--- src/rtl/butterfly_pipe.sv ---
`default_nettype none
// ==========================================================================
// butterfly_pipe : 3-stage Cooley-Tukey / Gentleman-Sande butterfly mod Q
// Revision 1.0
// ==========================================================================
module butterfly_pipe #(
  parameter int DATA_W = 23,
  parameter int Q      = 8380417,
  parameter int CNT_W  = 16
) (
  input  logic              clk_i,
  input  logic              rst_n_i,
  input  logic              valid_i,
  output logic              ready_o,
  input  logic [DATA_W-1:0] a_i,
  input  logic [DATA_W-1:0] b_i,
  input  logic [DATA_W-1:0] twiddle_i,
  input  logic              sel_butterfly_i,
  input  logic              flush_i,
  output logic              valid_o,
  input  logic              ready_i,
  output logic [DATA_W-1:0] a_o,
  output logic [DATA_W-1:0] b_o,
  output logic              busy_o,
  output logic [CNT_W-1:0]  op_count_o
);

  localparam logic [DATA_W:0]     Q_X = (DATA_W+1)'(Q);
  localparam logic [2*DATA_W-1:0] Q_P = (2*DATA_W)'(Q);

  function automatic logic [DATA_W-1:0] add_mod(input logic [DATA_W-1:0] x,
                                                input logic [DATA_W-1:0] y);
    logic [DATA_W:0] s;
    s = {1'b0, x} + {1'b0, y};
    if (s >= Q_X) s = s - Q_X;
    return DATA_W'(s);
  endfunction

  function automatic logic [DATA_W-1:0] sub_mod(input logic [DATA_W-1:0] x,
                                                input logic [DATA_W-1:0] y);
    logic [DATA_W:0] s;
    if (x >= y) s = {1'b0, x} - {1'b0, y};
    else        s = {1'b0, x} + Q_X - {1'b0, y};
    return DATA_W'(s);
  endfunction

  // Stage 1: x term and full-width product; stage 2: product reduced mod Q;
  // stage 3: final CT add/sub (GS passes straight through).
  logic                  s1_valid_q, s2_valid_q, valid_q;
  logic                  s1_sel_q, s2_sel_q;
  logic [DATA_W-1:0]     s1_x_q, s2_x_q, s2_p_q, a_q, b_q;
  logic [2*DATA_W-1:0]   s1_prod_q;
  logic [CNT_W-1:0]      cnt_q;

  logic [DATA_W-1:0]     s1_x_d, s2_p_d, a_d, b_d;
  logic [2*DATA_W-1:0]   s1_prod_d;
  logic                  adv;

  assign adv     = !valid_q || ready_i;
  assign ready_o = adv;

  always_comb begin
    s1_x_d    = sel_butterfly_i ? add_mod(a_i, b_i) : a_i;
    s1_prod_d = (2*DATA_W)'(sel_butterfly_i ? sub_mod(a_i, b_i) : b_i)
              * (2*DATA_W)'(twiddle_i);
    s2_p_d    = DATA_W'(s1_prod_q % Q_P);
    a_d       = s2_sel_q ? s2_x_q : add_mod(s2_x_q, s2_p_q);
    b_d       = s2_sel_q ? s2_p_q : sub_mod(s2_x_q, s2_p_q);
  end

  always_ff @(posedge clk_i or negedge rst_n_i) begin
    if (!rst_n_i) begin
      s1_valid_q <= 1'b0;
      s2_valid_q <= 1'b0;
      valid_q    <= 1'b0;
      s1_sel_q   <= 1'b0;
      s2_sel_q   <= 1'b0;
      s1_x_q     <= '0;
      s1_prod_q  <= '0;
      s2_x_q     <= '0;
      s2_p_q     <= '0;
      a_q        <= '0;
      b_q        <= '0;
      cnt_q      <= '0;
    end else begin
      if (flush_i) begin
        s1_valid_q <= 1'b0;
        s2_valid_q <= 1'b0;
        valid_q    <= 1'b0;
      end else if (adv) begin
        s1_valid_q <= valid_i;
        s1_sel_q   <= sel_butterfly_i;
        s1_x_q     <= s1_x_d;
        s1_prod_q  <= s1_prod_d;
        s2_valid_q <= s1_valid_q;
        s2_sel_q   <= s1_sel_q;
        s2_x_q     <= s1_x_q;
        s2_p_q     <= s2_p_d;
        valid_q    <= s2_valid_q;
        // Results only load with a real operation so a_o/b_o hold across bubbles.
        if (s2_valid_q) begin
          a_q <= a_d;
          b_q <= b_d;
        end
      end
      if (valid_q && ready_i && !flush_i) cnt_q <= cnt_q + CNT_W'(1);
    end
  end

  assign valid_o    = valid_q;
  assign a_o        = a_q;
  assign b_o        = b_q;
  assign busy_o     = s1_valid_q || s2_valid_q || valid_q;
  assign op_count_o = cnt_q;

endmodule
`default_nettype wire
--- config.mk ---
export PLATFORM = sky130hd
export DESIGN_NAME = butterfly_pipe
export DESIGN_NICKNAME = d
export VERILOG_FILES = /design/src/rtl/butterfly_pipe.sv
export SDC_FILE = /design/constraint.sdc
export NUM_CORES = 2
export LEC_CHECK = 0
export ABC_AREA = 1
export CELL_PAD_IN_SITES_DETAIL_PLACEMENT = 1
export CELL_PAD_IN_SITES_GLOBAL_PLACEMENT = 1
export CORE_ASPECT_RATIO = 1.4
export CORE_UTILIZATION = 40
export DETAILED_ROUTE_END_ITERATION = 16
export PLACE_DENSITY_LB_ADDON = 0.1
export SLEW_MARGIN = 25
export SYNTH_ARGS = -nofsm -noshare
export SYNTH_HDL_FRONTEND = slang
export SYNTH_SLANG_ARGS = --single-unit
--- constraint.sdc ---
create_clock -name clk_i -period 22.6 [get_ports clk_i]
set_input_delay 5.65 -clock clk_i [delete_from_list [all_inputs] [get_ports clk_i]]
set_output_delay 5.65 -clock clk_i [all_outputs]
set_load 0.02 [all_outputs]
==> PnR_summary.wiki <==
{| class="wikitable"
! Metric !! Value
|-
| Synth warn || 0
|-
| Final critical-path required period || about 23 ns
|-
| Maximum achievable frequency || roughly 43 MHz
|-
| Clock-pin transition on the worst setup and hold timing paths || around 0.09 ns
|-
| Dominant cell type by area after synthesis || fa_1
|-
| Effective utilization at floorplan || a little over 40%
|-
| Failing checks || setup timing
|-
| Antenna Nets Post-Route || 0
|-
| Drc violations || 0
|-
| Worst-skew pair later-pin latency || ~0.54 ns
|-
| Final setup fails || 23
|-
| Type of the worst setup path || register to register
|-
| Max Cap Viol || 0
|-
| Dominant cells by area after synthesis || fa_1, nand2_1, inv_1
|-
| Buffer depth of the longest clock path || 2
|-
| Post-Syn Instances || approximately 9.1k
|-
| Result of the run || complete, but fails checks
|-
| Distinct cell type count of the synthesized netlist || 84
|-
| Std-Cell Rows || ~170
|-
| Average wire per standard cell || approximately 19 um
|-
| Total number of vias || roughly 66k
|-
| Largest driver fanout on the critical path || 12
|-
| Synth Flop Type || dfrtp_1
|-
| Met1 global-route usage || roughly 33%
|-
| Critical path startpoint category || register
|-
| Weighted congestion at the end of routability-driven global placement || approximately 0.93
|-
| CTS Hold Buffers Added || 0
|-
| Placed Instances || around 13k
|-
| Most frequently used cell type in the post-synthesis netlist || nand2_1
|-
| Final Skew || 0.02498 ns
|-
| Cell occurring most often along the worst timing path || nand2_4
|-
| Non-filler cells in the finished layout || ~13k
|-
| Number of enable flip-flop cells after synthesis || 0
|-
| Slowest-stage cell, CP || dfrtp_1
|-
| First DRT Iteration DRCs || roughly 2.6k
|-
| Clock sink count || ~180
|-
| Layout Area Growth over Synthesis || 36.08%
|-
| Average instance area after synthesis || between 6 and 7 sq um
|-
| Met3 usage || between 2 and 2.5%
|-
| Router iterations before antenna repair || 7
|-
| X dimension of the die || ~330 um
|-
| Detailed placement HPWL || 192,200 um
|-
| GRT met2 Usage || between 50% and 60%
|-
| Num CTS Buffers || 17
|-
| Area of the core || ~0.15 sq mm
|-
| Max transition margin || slightly above 20%
|-
| Post-route cell area || 0.08202 sq mm
|-
| Arrival time of data at the critical path endpoint || between 20 and 25 ns
|-
| Final setup margin || -0.5087 ns
|-
| Final cycle utilization of the critical path || 102.3%
|-
| Die ar. || 0.1523 sq mm
|-
| Most numerous cell types in the synthesized netlist || nand2_1, inv_1, nor2_1
|-
| Vert. Die Dim || ~460 um
|-
| Post-synth net total || 9,950
|-
| Total of flip-flops plus latches after synthesis || approximately 180
|-
| Combined area of all synthesized cells || roughly 0.060 sq mm
|-
| Placed cell area || ~0.075 sq mm
|-
| Total congestion overflow || 0
|-
| Area share of the leading cell type in the synthesized netlist || between 10% and 20%
|-
| Count of H-tree levels built during CTS || 4
|-
| TritonCTS clock tree || yes
|-
| Transition time at the pin with the least slew margin || around 1.2 ns
|-
| Area of the multi-input gates || around 0.05 sq mm
|-
| Longest individual stage delay on the worst path || around 0.42 ns
|-
| RSZ-0062 raised after global routing || yes
|-
| GRT Max-Usage Layer || met2
|-
| Sequential cell area || around 0.0046 sq mm
|-
| Data required time of the critical path || 23.03 ns
|-
| Class of the most critical hold timing path || register to register
|-
| Pins over their slew limit || 0
|-
| Number of buffers inserted by port buffering || ~140
|-
| Clock root buffer master || clkbuf_16
|-
| Detailed-route vias per instance || roughly 5.1
|-
| Aggregate global-route resource usage || 29.97%
|-
| Type of element capturing the critical path || register
|-
| Wire length of the first global-routing pass || 366,300 um
|-
| Post-synthesis sequential area ratio || approximately 7.6%
|-
| Number of antenna violations at the first check in global routing || 4
|-
| Net count reported at finish || about 12k
|-
| Vias in the first global route || 70.50k
|-
| Worst hold margin || between 0.4 and 0.5 ns
|-
| Share of layout cells above drive strength 1 || between 30% and 40%
|-
| Place WS || -1.310 ns
|-
| Maximum number of pins on one net before global-route repair || 89
|-
| Fill cells || about 20k
|-
| Post-synthesis async set-or-reset flop share || 100.0%
|-
| Ports placed on the boundary || 140
|-
| Wire length after detailed routing || 242,000 um
|-
| Final hold vios || 0
|}
critical path, delay by kind of cell (launching register included):
kind                   cells  cell delay (ns)
AND/OR/NAND/NOR          164            17.52
buffers and inverters     32             4.63
flip-flops                 1             0.42
AO/OA/AOI/OAI              2             0.31
per-layer routing:
layer / part of all wire, % / vias to the layer above / routed length (um)
li1: - / 31644 / -
met1: 38 / 32762 / 92580
met2: 55 / 1123 / 132200
met3: 2.6 / 534 / 6303
met4: 4.5 / 6 / 10880
met5: 0.017 / - / 40
flip-flops by register name, indices dropped and copies added (netlist names):
register,flops
op_count_o,16
s2_p_q,23
s1_valid_q,1
s2_x_q,23
s1_sel_q,1
valid_o,1
b_o,23
s1_prod_q,46
a_o,23
s2_sel_q,1
s2_valid_q,1
s1_x_q,23
final timing paths:
path / start / end / slack, ns / depth (start not counted)
max: s1_prod_q[29] / s2_p_q[17] / -0.51 / 198
min: a_o[7] / a_o[7] / 0.49 / 2
max reg2reg: s1_prod_q[29] / s2_p_q[17] / -0.51 / 198
min reg2reg: a_o[7] / a_o[7] / 0.49 / 2
max in group asynchronous: rst_n_i / s1_prod_q[33] / 16.15 / 2
min in group asynchronous: rst_n_i / op_count_o[9] / 5.06 / 1
cells by family (layout without fill, tap and decap cells):
logic type / Yosys count / after routing / share of synthesized area, %
xor gates and xnor gates: 311 / 311 / 4.544
muxes: 1 / 1 / 0.01868
DFF: 182 / 182 / 7.556
AOI/OAI and AO/OA: 753 / 753 / 7.043
and+or+nand+nor: 5156 / 5182 / 44.48
adders and majority gates: 803 / 803 / 22.47
buffers and inverters: 1866 / 3687 / 13.89
other: 0 / 1 / 0
through the flow:
stage,utilization (%),TNS (ns)
final,54.81,-10.42
after global routing,54.80,-42.25
after CTS,51.18,-6.213
after detailed placement,50.12,-29.66
after global placement,50.13,-12.58
after floorplan,-,0
layout by cell type (no fill, tap or decap), drive strengths merged, types with 5 or more instances in the layout:
master         instances
o22ai                  7
clkbuf                40
o211ai                29
a31oi                 25
fa                   466
nand3b                43
xnor2                 75
nor2                 969
dfrtp                182
buf                 1890
xor2                 236
o21bai                31
clkdlybuf4s50        137
nor3                  87
inv                 1569
o221ai                16
nand3                837
o21ai                370
a21o                   5
and2                  10
nand4                114
a21oi                238
or2                   14
nor4                   6
and3                   6
ha                   337
nand2               3094
clkinv                46
o31ai                 12
timing repair:
action / 4_1_cts / 5_1_grt
gates resized for setup: 152 / 834
endpoints found under the setup margin: 23 / 23
pin swaps: 44 / 338
buffers inserted: 23 / 174
gates cloned: 14 / 35
cell type report:
cell class	instances	share of cell area [%]
Clock inverter	15	0.2364
Inverter	1604	7.493
Timing Repair Buffer	2051	20.82
Tap cell	1955	2.982
Multi-Input combinational cell	7050	62.40
Clock buffer	17	0.5186
Antenna cell	1	0.003051
Sequential cell	182	5.554
Power is not shown: default switching activity piles up to over one toggle a cycle in this logic, so the estimate is an artifact.
